### src/rtl/tmds_encoder_8b10b.sv
// DVI TMDS 8b/10b encoder for one colour channel, three-register pipeline.
// Optional monitor ports (disparity, disp_err) are enabled by TMDS_ENC_DISPARITY_MON_EN.
module tmds_encoder_8b10b #(
    parameter int PIPE_STAGES = 3
) (
    input  logic              paralell_clk,
    input  logic              reset,
    input  logic              de,
    input  logic [7:0]        din,
    input  logic              c0,
    input  logic              c1,
`ifdef TMDS_ENC_DISPARITY_MON_EN
    output logic signed [4:0] disparity,
    output logic              disp_err,
`endif
    output logic [9:0]        dout
);

    localparam logic [9:0] TOK_00 = 10'b1101010100;
    localparam logic [9:0] TOK_01 = 10'b0010101011;
    localparam logic [9:0] TOK_10 = 10'b0101010100;
    localparam logic [9:0] TOK_11 = 10'b1010101011;

    if (PIPE_STAGES != 3) begin : g_bad_pipe_stages
        $error("tmds_encoder_8b10b: PIPE_STAGES must be 3");
    end

    function automatic logic [3:0] popcount8(input logic [7:0] v);
        logic [3:0] sum;
        sum = 4'd0;
        for (int i = 0; i < 8; i++) begin
            sum = sum + {3'd0, v[i]};
        end
        return sum;
    endfunction

    function automatic logic [8:0] build_qm(input logic [7:0] d, input logic use_xnor);
        logic [8:0] q;
        q    = 9'd0;
        q[0] = d[0];
        for (int i = 1; i < 8; i++) begin
            q[i] = use_xnor ? ~(q[i-1] ^ d[i]) : (q[i-1] ^ d[i]);
        end
        q[8] = ~use_xnor;
        return q;
    endfunction

    logic       s1_de_q;
    logic [1:0] s1_c_q;
    logic [7:0] s1_din_q;
    logic [3:0] s1_n1_q;

    logic       use_xnor_s;
    logic [8:0] qm_d;
    logic [3:0] qm_n1_s;

    logic       s2_de_q;
    logic [1:0] s2_c_q;
    logic [8:0] s2_qm_q;
    logic [3:0] s2_n1_q;
    logic [3:0] s2_n0_q;

    logic [4:0] n1_s;
    logic [4:0] n0_s;
    logic [4:0] delta_s;
    logic [4:0] cnt_d;
    logic [9:0] dout_d;
    logic [4:0] cnt_q;
    logic [9:0] dout_q;

    // Stage 1: capture inputs and the data popcount
    always_ff @(posedge paralell_clk) begin
        if (reset) begin
            s1_de_q  <= 1'b0;
            s1_c_q   <= 2'b00;
            s1_din_q <= 8'd0;
            s1_n1_q  <= 4'd0;
        end else begin
            s1_de_q  <= de;
            s1_c_q   <= {c1, c0};
            s1_din_q <= din;
            s1_n1_q  <= popcount8(din);
        end
    end

    // Stage 2 combinational: transition-minimising XOR/XNOR chain
    always_comb begin
        use_xnor_s = 1'b0;
        if ((s1_n1_q > 4'd4) || ((s1_n1_q == 4'd4) && !s1_din_q[0])) begin
            use_xnor_s = 1'b1;
        end else begin
            use_xnor_s = 1'b0;
        end
        qm_d    = build_qm(s1_din_q, use_xnor_s);
        qm_n1_s = popcount8(qm_d[7:0]);
    end

    // Stage 2 registers
    always_ff @(posedge paralell_clk) begin
        if (reset) begin
            s2_de_q <= 1'b0;
            s2_c_q  <= 2'b00;
            s2_qm_q <= 9'd0;
            s2_n1_q <= 4'd0;
            s2_n0_q <= 4'd0;
        end else begin
            s2_de_q <= s1_de_q;
            s2_c_q  <= s1_c_q;
            s2_qm_q <= qm_d;
            s2_n1_q <= qm_n1_s;
            s2_n0_q <= 4'd8 - qm_n1_s;
        end
    end

    // Stage 3 combinational: DC-balance inversion choice and disparity step
    always_comb begin
        n1_s    = {1'b0, s2_n1_q};
        n0_s    = {1'b0, s2_n0_q};
        dout_d  = TOK_00;
        delta_s = 5'd0;
        cnt_d   = 5'd0;
        if (!s2_de_q) begin
            case (s2_c_q)
                2'b00:   dout_d = TOK_00;
                2'b01:   dout_d = TOK_01;
                2'b10:   dout_d = TOK_10;
                2'b11:   dout_d = TOK_11;
                default: dout_d = TOK_00;
            endcase
            delta_s = 5'd0;
            cnt_d   = 5'd0;
        end else if ((cnt_q == 5'd0) || (s2_n1_q == s2_n0_q)) begin
            dout_d  = {~s2_qm_q[8], s2_qm_q[8], s2_qm_q[8] ? s2_qm_q[7:0] : ~s2_qm_q[7:0]};
            delta_s = s2_qm_q[8] ? (n1_s - n0_s) : (n0_s - n1_s);
            cnt_d   = cnt_q + delta_s;
        end else if ((!cnt_q[4] && (s2_n1_q > s2_n0_q)) || (cnt_q[4] && (s2_n0_q > s2_n1_q))) begin
            dout_d  = {1'b1, s2_qm_q[8], ~s2_qm_q[7:0]};
            delta_s = {3'd0, s2_qm_q[8], 1'b0} + n0_s - n1_s;
            cnt_d   = cnt_q + delta_s;
        end else begin
            dout_d  = {1'b0, s2_qm_q[8], s2_qm_q[7:0]};
            delta_s = n1_s - n0_s - {3'd0, ~s2_qm_q[8], 1'b0};
            cnt_d   = cnt_q + delta_s;
        end
    end

    // Stage 3 registers: output symbol and running disparity
    always_ff @(posedge paralell_clk) begin
        if (reset) begin
            dout_q <= TOK_00;
            cnt_q  <= 5'd0;
        end else begin
            dout_q <= dout_d;
            cnt_q  <= cnt_d;
        end
    end

    assign dout = dout_q;

`ifdef TMDS_ENC_DISPARITY_MON_EN
    logic [5:0] cnt_wide_s;
    logic       cnt_oor_s;
    logic       err_q;

    // Widened sum exposes the excursions that the 5-bit counter would wrap
    always_comb begin
        cnt_wide_s = {cnt_q[4], cnt_q} + {delta_s[4], delta_s};
        cnt_oor_s  = 1'b0;
        if (($signed(cnt_wide_s) > 6'sd10) || ($signed(cnt_wide_s) < -6'sd10)) begin
            cnt_oor_s = 1'b1;
        end else begin
            cnt_oor_s = 1'b0;
        end
    end

    // Sticky disparity-range error flag
    always_ff @(posedge paralell_clk) begin
        if (reset) begin
            err_q <= 1'b0;
        end else if (s2_de_q && cnt_oor_s) begin
            err_q <= 1'b1;
        end else begin
            err_q <= err_q;
        end
    end

    assign disparity = $signed(cnt_q);
    assign disp_err  = err_q;
`endif

endmodule
### config.mk
export PLATFORM = sky130hd
export DESIGN_NAME = tmds_encoder_8b10b
export DESIGN_NICKNAME = d
export VERILOG_FILES = /design/src/rtl/tmds_encoder_8b10b.sv
export SDC_FILE = /design/constraint.sdc
export NUM_CORES = 1
export LEC_CHECK = 0
export CORE_MARGIN = 2
export CORE_UTILIZATION = 45
export CTS_BUF_LIST = sky130_fd_sc_hd__clkbuf_8
export DETAILED_ROUTE_END_ITERATION = 12
export REMOVE_ABC_BUFFERS = 1
export SETUP_SLACK_MARGIN = 0.15
export SYNTH_ARGS = -nofsm -noshare
export SYNTH_HDL_FRONTEND = slang
export SYNTH_SLANG_ARGS = --single-unit
### constraint.sdc
create_clock -name paralell_clk -period 4.5 [get_ports paralell_clk]
set_input_delay 0.45 -clock paralell_clk [delete_from_list [all_inputs] [get_ports paralell_clk]]
set_output_delay 0.45 -clock paralell_clk [all_outputs]
set_load 0.02 [all_outputs]
# Word level (Yosys, flattened, before mapping)
# Cells that the tools add are included.
# word_totals
ff_bits	50
in_bits	13
# classes
n_addsub	23
n_lt_le_gt_ge	3
eq_ne	5
mux	16
n_bitwise	18
reduce_logical	11
# ops
op	n
$pmux 10 s4	1
$add 4x1->4	8
$mux 10	3
$add 5x5->5	3
$mux 5	3
$not 1->1	10
$sub 4x4->5	2
$add 3x1->4	2
$gt 4x4->1	2
$mux 1	8
$mux 8	1
$not 8->8	1
$xor 1x1->1	7
$add 2x1->3	2
$add 2x4->5	1
$logic_not 5->1	1
$sub 5x2->5	1
$sub 5x4->5	1
$add 1x1->2	2
$eq 2x2->1 const B	2
$eq 4x3->1 const B	1
$eq 4x4->1	1
$gt 4x3->1 const B	1
$sub 4x4->4 const A	1
6 further kinds	11

# Longest topological paths before layout
# Gate-level depths: netlist (run 1).
# logic_depth
depth_word	25
ltp_mapped	14

# Least setup slack after synthesis (run 1)
# Ideal clock, no wire load.
# synth_path
path_kind	reg2reg
startpoint	register s1_din_q[0]
endpoint	register s2_n0_q[1]
setup_ps	132
arrival_ps	3793
t_required_ps	4368
slack_ps	575
path_stages_with_launch	13
period_less_slack_ps	3925
cell_sequence	dfxtp_1 inv_1 o31a_4 xnor3_2 fa_1 fa_1 inv_1 fa_1 ha_1 fa_1 inv_1 ha_1 nor2b_1
# synth_via
elab_chain_len	25
word_cells_on_any_way	33
cone_classes	add/sub (8); mux (8); bitwise (14); reduce/logical (3)
# synth_lines
item	line_no	source
start, declared	50	logic [7:0] s1_din_q;
start signal, assigned	81	s1_din_q <= din;
parallel branches: the longest is 23 deep, another holds $add 3x1->4	-	
$add 4x1->4 *	32	sum = sum + {3'd0, v[i]};
via qm_n1_s[1]	55	logic [3:0] qm_n1_s;
$sub 4x4->4 *	111	s2_n0_q <= 4'd8 - qm_n1_s;
end signal, assigned	111	
end, declared	61	logic [3:0] s2_n0_q;
# Mark *: on every way through the listed nets, which the timed path passes.
# A chain may end at the register's enable or synchronous reset.

# Final worst setup path (run 1)
# Ends and elaborated chain as after synthesis.

==> results of run 1 <==
per-layer routing:
layer | global-route usage | vias to the layer above | part of all wire
li1 | - | 918 | -
met1 | 0.205 | 778 | 0.49
met2 | 0.246 | 20 | 0.47
met3 | 0.0487 | 6 | 0.034
met4 | 0.0393 | 0 | 0.013
met5 | 0 | - | 0
area by class of cell:
type                            count  area [sq um]
Sequential cell                    48           961
Fill cell                         539          2750
Clock inverter                      2          38.8
Inverter                           40           150
Tap cell                           75          93.8
Clock buffer                        6          82.6
Timing Repair Buffer               23           228
Multi-Input combinational cell    181          1650
flip-flops by register name (all words and copies together), names as in the netlist, named ones only:
register and cells:
s1_din_q 8, s2_qm_q 9, s2_n1_q 3, s2_c_q 2, s1_n1_q 4, s2_de_q 1, s1_de_q 1, dout 10
s2_n0_q 3, cnt_q 4, s1_c_q 2
kinds of logic after synthesis:
| group | Yosys count | share of synthesized area |
|---|---|---|
| DFF | 48 | 0.344 |
| muxes | 5 | 0.0179 |
| xor gates and xnor gates | 37 | 0.127 |
| buffers and inverters | 48 | 0.0654 |
| AOI/OAI and AO/OA | 38 | 0.0918 |
| and+or+nand+nor | 56 | 0.107 |
| adders and majority gates | 45 | 0.247 |
layout by cell type (no fill, tap or decap), types with 2 or more instances in the layout:
cell / instances
sky130_fd_sc_hd__dfxtp_1: 48
sky130_fd_sc_hd__inv_1: 40
sky130_fd_sc_hd__ha_1: 28
sky130_fd_sc_hd__xnor2_1: 27
sky130_fd_sc_hd__clkdlybuf4s50_1: 22
sky130_fd_sc_hd__nor2_1: 20
sky130_fd_sc_hd__nor2b_1: 18
sky130_fd_sc_hd__fa_1: 17
sky130_fd_sc_hd__a21oi_1: 15
sky130_fd_sc_hd__xor2_1: 7
sky130_fd_sc_hd__o21ai_0: 7
sky130_fd_sc_hd__clkbuf_8: 6
sky130_fd_sc_hd__mux2i_1: 5
sky130_fd_sc_hd__nand2b_1: 3
sky130_fd_sc_hd__a211oi_1: 3
sky130_fd_sc_hd__nand2_1: 3
sky130_fd_sc_hd__a21o_1: 3
sky130_fd_sc_hd__nor3_1: 3
sky130_fd_sc_hd__o31ai_1: 2
sky130_fd_sc_hd__o21a_1: 2
sky130_fd_sc_hd__nor4_1: 2
through the flow:
stage / util / instance area, sq um
floorplan: - / 2760
global placement: 0.517 / 3080
detailed placement: 0.517 / 3080
CTS: 0.538 / 3200
global route: 0.538 / 3200
finish: 0.538 / 3200
worst max-delay path, cell delays in order (launching register included):
cell and delay, ps:
sky130_fd_sc_hd__dfxtp_1 360, sky130_fd_sc_hd__inv_1 110, sky130_fd_sc_hd__o31a_4 350, sky130_fd_sc_hd__xnor3_2 460
sky130_fd_sc_hd__fa_1 480, sky130_fd_sc_hd__fa_1 510, sky130_fd_sc_hd__inv_1 50, sky130_fd_sc_hd__fa_1 430
sky130_fd_sc_hd__ha_1 230, sky130_fd_sc_hd__fa_1 520, sky130_fd_sc_hd__inv_1 70, sky130_fd_sc_hd__ha_1 280
sky130_fd_sc_hd__nor2b_1 120
final timing paths:
| check | from | end | slack, ps | cells after the start |
|---|---|---|---|---|
| setup reg to reg | s1_din_q[0] | s2_n0_q[1] | 400 | 12 |
| setup / recovery | s1_din_q[0] | s2_n0_q[1] | 400 | 12 |
| hold reg to reg | s1_c_q[1] | s2_c_q[1] | 440 | 1 |
| hold / removal | s1_c_q[1] | s2_c_q[1] | 440 | 1 |
cells in the mapped netlist:
cell type / n / area [sq um]
sky130_fd_sc_hd__and2b_1: 1 / 7.51
sky130_fd_sc_hd__clkbuf_1: 6 / 22.5
sky130_fd_sc_hd__nor3_1: 3 / 15.0
sky130_fd_sc_hd__nor3b_1: 1 / 7.51
sky130_fd_sc_hd__o21ai_4: 1 / 16.3
sky130_fd_sc_hd__nor4_1: 2 / 12.5
sky130_fd_sc_hd__xnor2_1: 27 / 236
sky130_fd_sc_hd__and3_1: 1 / 6.26
sky130_fd_sc_hd__nand2b_1: 3 / 18.8
sky130_fd_sc_hd__ha_1: 28 / 350
sky130_fd_sc_hd__o21bai_2: 1 / 11.3
sky130_fd_sc_hd__inv_1: 40 / 150
sky130_fd_sc_hd__nand3_1: 1 / 5.00
sky130_fd_sc_hd__a21oi_1: 15 / 75.1
sky130_fd_sc_hd__mux2i_1: 5 / 50.1
sky130_fd_sc_hd__or2_2: 1 / 6.26
sky130_fd_sc_hd__o21ai_0: 7 / 35.0
sky130_fd_sc_hd__o21a_1: 2 / 15.0
sky130_fd_sc_hd__a21oi_2: 1 / 8.76
sky130_fd_sc_hd__xnor3_2: 1 / 23.8
sky130_fd_sc_hd__nor2b_4: 1 / 13.8
sky130_fd_sc_hd__dfxtp_1: 48 / 961
sky130_fd_sc_hd__fa_1: 17 / 340
sky130_fd_sc_hd__buf_2: 2 / 10.0
sky130_fd_sc_hd__nor2_1: 20 / 75.1
sky130_fd_sc_hd__o2111ai_1: 1 / 8.76
sky130_fd_sc_hd__nor2b_1: 18 / 113
sky130_fd_sc_hd__o31a_4: 1 / 17.5
sky130_fd_sc_hd__and2_1: 1 / 6.26
sky130_fd_sc_hd__xnor2_2: 1 / 16.3
sky130_fd_sc_hd__nand2_1: 3 / 11.3
sky130_fd_sc_hd__xor2_1: 7 / 61.3
sky130_fd_sc_hd__a221oi_1: 1 / 8.76
sky130_fd_sc_hd__o31ai_1: 2 / 15.0
sky130_fd_sc_hd__a21o_1: 3 / 22.5
sky130_fd_sc_hd__xor2_2: 1 / 16.3
sky130_fd_sc_hd__a211oi_1: 3 / 22.5
power by group:
group | switching, mW | total, mW | internal, mW
logic | 0.921 | 1.78 | 0.856
clock network | 0.147 | 0.328 | 0.182
registers | 0.0499 | 0.551 | 0.501
total | 1.12 | 2.66 | 1.54
==> run_results.csv, run 1 <==
group,metric,value,unit
outcome,run_status,"completed",
place,io_buffer_count,22,
synthesis,avgSynthCellArea,10.1,sq um
routing,vias,1722,
place,gpl.final_weighted_congestion,0.805,
global_routing,number_of_antenna_violations_at_the_first_check_in_global_routing,0,
worst_setup_path,worstSetupPathType,"flop to flop",
global_routing,grt_use_total,0.155,
floorplanning,chipWidth,82.8,microns
timing,tightest_slew,700,ps
cells_and_area,antenna_cells,0,
place,detailedPlacementHpwl,3630,microns
clocking,numClockSinks,48,
clocking,post_cts_resize_count,0,
worst_setup_path,critPathMaxFanout,5,
clocking,number_of_buffers_added_by_the_clock_tree_synthesis_step,5,
timing,hold_viol,0,
clocking,htree_num_levels,2,
synthesis,ys_ff_latch,48,
power_and_ir_drop,irDropWorstVdd,0.442,mV
job,max_cap_viol_count,0,
place,place_worst_setup_slack,428,ps
floorplanning,fp.dieArea,6850,sq um
synthesis,yosysWarningCount,0,
routing,remaining_routing_drc_violations,0,
clocking,cts_hold_bufs,0,
clocking,tritoncts_clock_tree,"done",
routing,detailedRoute.firstPassIterationCount,4,
floorplanning,core_area,5960,sq um
floorplanning,floorplan.initialDensity,0.469,
worst_hold_path,worst_hold_path_type,"flop to flop",
synthesis,ys_types,37,
routing,vias_per_cell,4.59,
clocking,clock_tree.root_cell,"sky130_fd_sc_hd__clkbuf_8",
cells_and_area,stdcell_count,375,
timing,skew,8.15,ps
global_routing,grt_pass1_wl,7920,microns
timing,part_of_the_cycle_the_worst_path_needs,0.911,
global_routing,grt_max_degree,21,
timing,timing.slew.headroom,0.532,
worst_setup_path,worst_ep_arrival_time,4280,ps
cells_and_area,post_route_cells_drive_above_1_share,0.0600,
power_and_ir_drop,total_power,2.66,mW
timing,maxClockFrequency,244,MHz
cells_and_area,areaGrowthSynthToFinish,14.7,%
power_and_ir_drop,p_per_area,829,nW/um^2
timing,holdWs,440,ps
global_routing,grt_pass1_vias,1677,
floorplanning,die-height,82.8,microns
global_routing,grt.overflow.total,0,
timing,clock_period_minus_final_worst_setup_slack,4100,ps
routing,finalWirelength,4420,microns
worst_setup_path,timing.critical_path.required,4680,ps
worst_setup_path,worstSetupEndpointType,"flop",
worst_setup_path,start_kind,"flop",
timing,rsz0062_at_grt,"no",
routing,drt_iter0_drc,85,
clocking,cts_post_setup_buffers_inserted,0,
synthesis,syn-cell-area,2790,sq um
routing,wire_per_inst,11.8,microns
cells_and_area,finalNetCount,357,
synthesis,synth_sequential_area_ratio,0.344,
routing,final_antenna_net_count,0,
place,dpl.cell_count,367,
clocking,clkLatencyLatePin,300,ps
timing,final_max_slew_violation_count,0,
floorplanning,ios,23,
timing,layout_setup_ws,401,ps
clocking,cts.reportedPaths.clkPinSlew,90,ps
timing,setup-violations-final,0,
synthesis,postSynthCellCount,277,
floorplanning,core.rowCount,28,
power_and_ir_drop,leakage,1.38,nW
clocking,clock_tree.buffer_depth,2,
timing,fin_tns_setup,0,ps
Power figures use the tool's default switching activity.
==> run 2, diff against run 1 <==
--- a/config.mk
+++ b/config.mk
@@ -9,8 +9,10 @@
 export CORE_UTILIZATION = 45
 export CTS_BUF_LIST = sky130_fd_sc_hd__clkbuf_8
 export DETAILED_ROUTE_END_ITERATION = 12
+export HOLD_SLACK_MARGIN = 0.08
 export REMOVE_ABC_BUFFERS = 1
 export SETUP_SLACK_MARGIN = 0.15
+export SLEW_MARGIN = 15
 export SYNTH_ARGS = -nofsm -noshare
 export SYNTH_HDL_FRONTEND = slang
 export SYNTH_SLANG_ARGS = --single-unit
==> constraint.sdc (replaced) <==
create_clock -name paralell_clk -period 3.9 [get_ports paralell_clk]
set_input_delay 0.39 -clock paralell_clk [delete_from_list [all_inputs] [get_ports paralell_clk]]
set_output_delay 0.39 -clock paralell_clk [all_outputs]
set_load 0.02 [all_outputs]
==> run 2 against run 1 <==
Count of clock-buffer cells in the layout fell by 1. Routed wire length rose by 3.2%. Die area did not move. Non-clock buffer count rose by 11. Utilization rose by 2.8 points. Via count rose by 4.2%. Hold slack improved by 2.5 ps. Global-route usage fell by 0.19 points. Sequential share of layout area fell by 1.4 points. Critical path depth rose by 3.
==> run_results.csv, run 2 (same netlist as run 1, synthesis figures left out) <==
group,metric,value,unit
outcome,run_status,"completed",
worst_setup_path,worstSetupPathType,"flop to flop",
cells_and_area,stdcell_count,386,
global_routing,grt_max_degree,21,
place,gpl.final_weighted_congestion,0.803,
worst_setup_path,start_kind,"flop",
global_routing,number_of_antenna_violations_at_the_first_check_in_global_routing,0,
clocking,clock_tree.root_cell,"sky130_fd_sc_hd__clkbuf_8",
routing,remaining_routing_drc_violations,0,
worst_setup_path,crit_slowest_cell,"sky130_fd_sc_hd__fa_1",
worst_setup_path,worstSetupEndpointType,"flop",
timing,setup-violations-final,0,
global_routing,grt_pass1_vias,1778,
timing,rsz0062_at_grt,"yes",
global_routing,met3_usage,0.0325,
place,dpl.cell_count,375,
place,detailedPlacementHpwl,3580,microns
clocking,number_of_buffers_added_by_the_clock_tree_synthesis_step,5,
cells_and_area,finalInstanceArea,3370,sq um
worst_setup_path,worst_ep_arrival_time,3950,ps
timing,hold_viol,0,
global_routing,grt_util_met1,0.209,
timing,skew,6.32,ps
cells_and_area,area.sequential,962,sq um
worst_setup_path,timing.critical_path.mode_cell,"sky130_fd_sc_hd__fa_1",
job,max_cap_viol_count,0,
floorplanning,core_area,5960,sq um
worst_setup_path,crit_path_max_incr_delay,520,ps
routing,vias,1795,
worst_hold_path,worst_hold_path_type,"flop to flop",
routing,finalWirelength,4560,microns
timing,part_of_the_cycle_the_worst_path_needs,0.970,
floorplanning,core.rowCount,28,
cells_and_area,multiInputGateArea,1730,sq um
clocking,clkLatencyLatePin,300,ps
timing,final_max_slew_violation_count,0,
global_routing,grt.overflow.total,0,
clocking,cts.reportedPaths.clkPinSlew,90,ps
timing,clock_period_minus_final_worst_setup_slack,3780,ps
clocking,numClockSinks,48,
timing,fin_tns_setup,0,ps
cells_and_area,most_common_library_cell_in_the_layout_ignoring_fill_and_taps,"sky130_fd_sc_hd__dfxtp_1",
floorplanning,chipWidth,82.8,microns
routing,vias_per_cell,4.65,
clocking,clock_tree.buffer_depth,2,
routing,drt_iter0_drc,58,
worst_setup_path,timing.critical_path.buf_inv,3,
cells_and_area,fillCellCount,546,
cells_and_area,areaGrowthSynthToFinish,20.6,%
floorplanning,die-height,82.8,microns
worst_setup_path,cells_along_the_critical_path,"o21a_1 > o31a_4 > xnor3_2 > buf_6 > xnor2_4 > xnor2_2 > fa_1 > inv_1 > fa_1 > ha_2 > fa_1 > inv_2 > ha_4 > xnor2_2 > nor2_1",
timing,maxClockFrequency,264,MHz
global_routing,globalRoute.busiestLayer,"met2",
routing,final_antenna_net_count,0,
place,io_buffer_count,22,
cells_and_area,most-common-layout-cells,"sky130_fd_sc_hd__dfxtp_1, sky130_fd_sc_hd__inv_1, sky130_fd_sc_hd__ha_1, sky130_fd_sc_hd__xnor2_1, sky130_fd_sc_hd__clkdlybuf4s50_1",
routing,wire_per_inst,11.8,microns
clocking,cts_hold_bufs,0,
worst_setup_path,timing.critical_path.required,4060,ps
routing,detailedRoute.firstPassIterationCount,4,
cells_and_area,post_route_cells_drive_above_1_share,0.125,
worst_setup_path,critPathTopFamily,"adder cells",
worst_setup_path,critPathMaxFanout,3,
floorplanning,fp.dieArea,6850,sq um
clocking,htree_num_levels,2,
clocking,tritoncts_clock_tree,"done",
timing,timing.slew.headroom,0.477,
cells_and_area,finalNetCount,368,
timing,tightest_slew,782,ps
global_routing,groute.layer.met2.usage,0.240,
floorplanning,floorplan.initialDensity,0.469,
cells_and_area,antenna_cells,0,
global_routing,grt_use_total,0.153,
floorplanning,ios,23,
place,place_area,3140,sq um
cells_and_area,largest_reg_flops,10,
worst_setup_path,worst-r2r-setup-slack,120,ps
global_routing,grt_pass1_wl,7910,microns
[run 2: changes by cell type in the layout (fill, tap and decap cells not counted), moves of 2 or more]
cell | before | now
sky130_fd_sc_hd__buf_6 | 0 | 2
sky130_fd_sc_hd__xnor2_1 | 27 | 24
sky130_fd_sc_hd__xnor2_2 | 1 | 3
sky130_fd_sc_hd__buf_4 | 1 | 10
sky130_fd_sc_hd__ha_1 | 28 | 26
[run 2: stage by stage]
stage,setup WS (ps),util,hold slack [ps]
2_1_floorplan,-6.64,-,414
3_3_place_gp,-27.5,0.528,419
3_5_place_dp,-31.9,0.528,423
4_1_cts,94.7,0.554,446
5_1_grt,-0.331,0.566,464
6_report,118,0.566,443
[run 2: cell type report]
class                      count  area share
tap                           75      0.0279
timing repair buffer          34      0.0944
multi-input combinational    181       0.513
clock inverter                 3      0.0137
clock buffer                   5      0.0204
sequential                    48       0.286
inverter                      40      0.0446
[run 2: what timing repair did]
| item | 4_1_cts | 5_1_grt |
|---|---|---|
| endpoints found under the hold margin | 0 | 0 |
| setup buffers | 1 | 2 |
| endpoints found under the setup margin | 4 | 3 |
| gates resized for setup | 7 | 8 |
| pin swaps | 3 | 4 |
| gates cloned | 0 | 0 |
[run 2: path summary, 6_finish.rpt]
check                           startpoint    endpoint  cells past startpoint
worst min register to register     s1_de_q     s2_de_q                      1
worst max-delay path            s1_n1_q[1]  s2_n0_q[2]                     15
worst min-delay path               s1_de_q     s2_de_q                      1
worst max register to register  s1_n1_q[1]  s2_n0_q[2]                     15
[run 2: layer usage]
| layer | routed length, microns | up-vias |
|---|---|---|
| li1 | - | 941 |
| met1 | 2210 | 824 |
| met2 | 2150 | 26 |
| met3 | 144 | 4 |
| met4 | 58 | 0 |
| met5 | 0 | - |
Power of run 2 is not shown: default switching activity piles up to over one toggle a cycle in this logic, so the estimate is an artifact.
==> run 3, diff against run 2 <==
--- a/config.mk
+++ b/config.mk
@@ -5,11 +5,13 @@
 export SDC_FILE = /design/constraint.sdc
 export NUM_CORES = 1
 export LEC_CHECK = 0
-export CORE_MARGIN = 2
-export CORE_UTILIZATION = 45
+export CAP_MARGIN = 5
+export CORE_MARGIN = 1.5
+export CORE_UTILIZATION = 50
 export CTS_BUF_LIST = sky130_fd_sc_hd__clkbuf_8
 export DETAILED_ROUTE_END_ITERATION = 12
 export HOLD_SLACK_MARGIN = 0.08
+export PLACE_DENSITY = 0.7
 export REMOVE_ABC_BUFFERS = 1
 export SETUP_SLACK_MARGIN = 0.15
 export SLEW_MARGIN = 15
==> run 3 against run 2 <==
Count of clock-buffer cells in the layout unchanged. Sequential share of layout area increased by 0.26 points. Final cell count decreased by 1.6%. Register-to-register slack got worse by 20 ps. Setup slack got worse by 24 ps. Clock skew increased by 5.6 ps. Global-route usage increased by 0.58 points. Routed wire length decreased by 3.9%. Die area decreased by 12%. Largest cell class unchanged.
==> run_results.csv, run 3 (same netlist as run 1, synthesis figures left out) <==
group,metric,value,unit
cells_and_area,finalNetCount,365,
clocking,cts.reportedPaths.clkPinSlew,90,ps
worst_hold_path,min_delay_path_depth,1,
floorplanning,core.rowCount,27,
global_routing,grt_max_degree,21,
clocking,clkLatencyLatePin,300,ps
cells_and_area,largest_reg_flops,10,
timing,timing.slew.headroom,0.505,
clocking,number_of_buffers_added_by_the_clock_tree_synthesis_step,5,
worst_hold_path,holdCritStartpoint,"s1_c_q[0]",
floorplanning,core_area,5440,sq um
worst_setup_path,number_of_cells_traversed_by_the_worst_register_to_register_path,13,
timing,rsz0062_at_grt,"yes",
timing,tightest_slew,740,ps
floorplanning,chipWidth,77.7,microns
worst_setup_path,timing.critical_path.required,4050,ps
routing,final_antenna_net_count,0,
clocking,numClockSinks,48,
worst_setup_path,worst_ep_arrival_time,3960,ps
timing,hold_viol,0,
place,io_buffer_count,22,
cells_and_area,post_route_cells_drive_above_1_share,0.114,
worst_setup_path,start_kind,"flop",
floorplanning,ios,23,
floorplanning,floorplan.initialDensity,0.513,
place,gpl.final_weighted_congestion,0.827,
cells_and_area,stdcell_count,380,
timing,maxClockFrequency,263,MHz
place,place_area,3120,sq um
routing,drt_iter0_drc,87,
global_routing,grt_use_total,0.159,
cells_and_area,finalInstanceArea,3340,sq um
outcome,run_status,"completed",
cells_and_area,layout.core_utilization,0.614,
floorplanning,die-height,77.7,microns
routing,remaining_routing_drc_violations,0,
worst_hold_path,min_to,"s2_c_q[0]",
timing,holdWs,443,ps
timing,final_max_slew_violation_count,0,
timing,skew,11.9,ps
place,detailedPlacementHpwl,3550,microns
place,dpl.cell_count,370,
timing,setup-violations-final,0,
worst_setup_path,worstSetupPathType,"flop to flop",
worst_setup_path,worstSetupEndpointType,"flop",
global_routing,grt_pass1_vias,1751,
worst_setup_path,timing.rr.start,"s1_n1_q[1]",
worst_setup_path,end_of_the_worst_register_to_register_path,"s2_n0_q[2]",
routing,wire_per_inst,11.5,microns
clocking,htree_num_levels,2,
global_routing,grt_pass1_wl,7490,microns
cells_and_area,most-common-layout-cells,"sky130_fd_sc_hd__dfxtp_1, sky130_fd_sc_hd__inv_1, sky130_fd_sc_hd__ha_1, sky130_fd_sc_hd__xnor2_1, sky130_fd_sc_hd__clkdlybuf4s50_1",
routing,finalWirelength,4390,microns
routing,vias,1812,
timing,clock_period_minus_final_worst_setup_slack,3810,ps
cells_and_area,most_common_library_cell_in_the_layout_ignoring_fill_and_taps,"sky130_fd_sc_hd__dfxtp_1",
clocking,clock_tree.buffer_depth,2,
job,max_cap_viol_count,0,
routing,vias_per_cell,4.77,
worst_setup_path,critPathMaxFanout,2,
clocking,cts_hold_bufs,0,
global_routing,grt.overflow.total,0,
clocking,tritoncts_clock_tree,"done",
cells_and_area,areaGrowthSynthToFinish,19.5,%
cells_and_area,antenna_cells,0,
routing,detailedRoute.firstPassIterationCount,4,
clocking,clock_tree.root_cell,"sky130_fd_sc_hd__clkbuf_8",
worst_hold_path,worst_hold_path_type,"flop to flop",
worst_setup_path,worst-r2r-setup-slack,90,ps
timing,part_of_the_cycle_the_worst_path_needs,0.976,
floorplanning,fp.dieArea,6040,sq um
global_routing,number_of_antenna_violations_at_the_first_check_in_global_routing,0,
==> run 3: final cells by class <==
type                            count  area [sq um]
Inverter                           40           150
Tap cell                           72          90.1
Clock buffer                        5          68.8
Clock inverter                      3          68.8
Timing Repair Buffer               31           288
Sequential cell                    48           962
Fill cell                         451          2100
Multi-Input combinational cell    181          1710
==> run 3: per-stage QoR <==
stage                     TNS [ps]  setup slack, ps
after floorplan              -8.41            -6.64
final                            0             94.4
after global routing         -98.6            -49.4
after detailed placement      -258             -137
after global placement       -44.1            -25.5
after CTS                        0             27.5
==> run 3: critical path, cell delays in order, from the launching register on <==
cell	delay [ps]
sky130_fd_sc_hd__dfxtp_2	330
sky130_fd_sc_hd__o21a_1	180
sky130_fd_sc_hd__o31a_4	290
sky130_fd_sc_hd__xnor3_2	250
sky130_fd_sc_hd__fa_1	470
sky130_fd_sc_hd__fa_1	520
sky130_fd_sc_hd__inv_1	50
sky130_fd_sc_hd__fa_1	440
sky130_fd_sc_hd__ha_2	200
sky130_fd_sc_hd__fa_1	520
sky130_fd_sc_hd__inv_2	60
sky130_fd_sc_hd__ha_4	160
sky130_fd_sc_hd__xnor2_2	130
sky130_fd_sc_hd__nor2_1	50
==> run 3: what timing repair did <==
action	CTS	global route
buffers inserted	0	2
gates resized for setup	3	8
pin swaps	4	7
setup endpoints to repair	5	5
==> run 3: layer usage <==
metal | global-route usage | wire length, microns | share of wire | vias to the layer above
met1 | 0.192 | 2020 | 0.46 | 845
met2 | 0.279 | 2190 | 0.50 | 33
met4 | 0.0491 | 23 | 0.0052 | 0
met3 | 0.0353 | 151 | 0.034 | 2
met5 | 0 | 0 | 0 | -
li1 | - | - | - | 932
==> run 3: worst max path at each step <==
stage	endpoint	depth (start not counted)	slack, ps	startpoint
2_1_floorplan	s2_n0_q[1]	12	-7	s1_din_q[0]
3_5_place_dp	s2_n0_q[2]	15	-140	s1_n1_q[1]
3_3_place_gp	s2_n0_q[1]	12	-30	s1_n1_q[1]
5_1_grt	s2_n0_q[2]	15	-50	s1_n1_q[1]
4_1_cts	s2_n0_q[1]	14	30	s1_n1_q[1]
6_report	s2_n0_q[2]	13	90	s1_n1_q[1]
Power of run 3 is left out for the same reason.
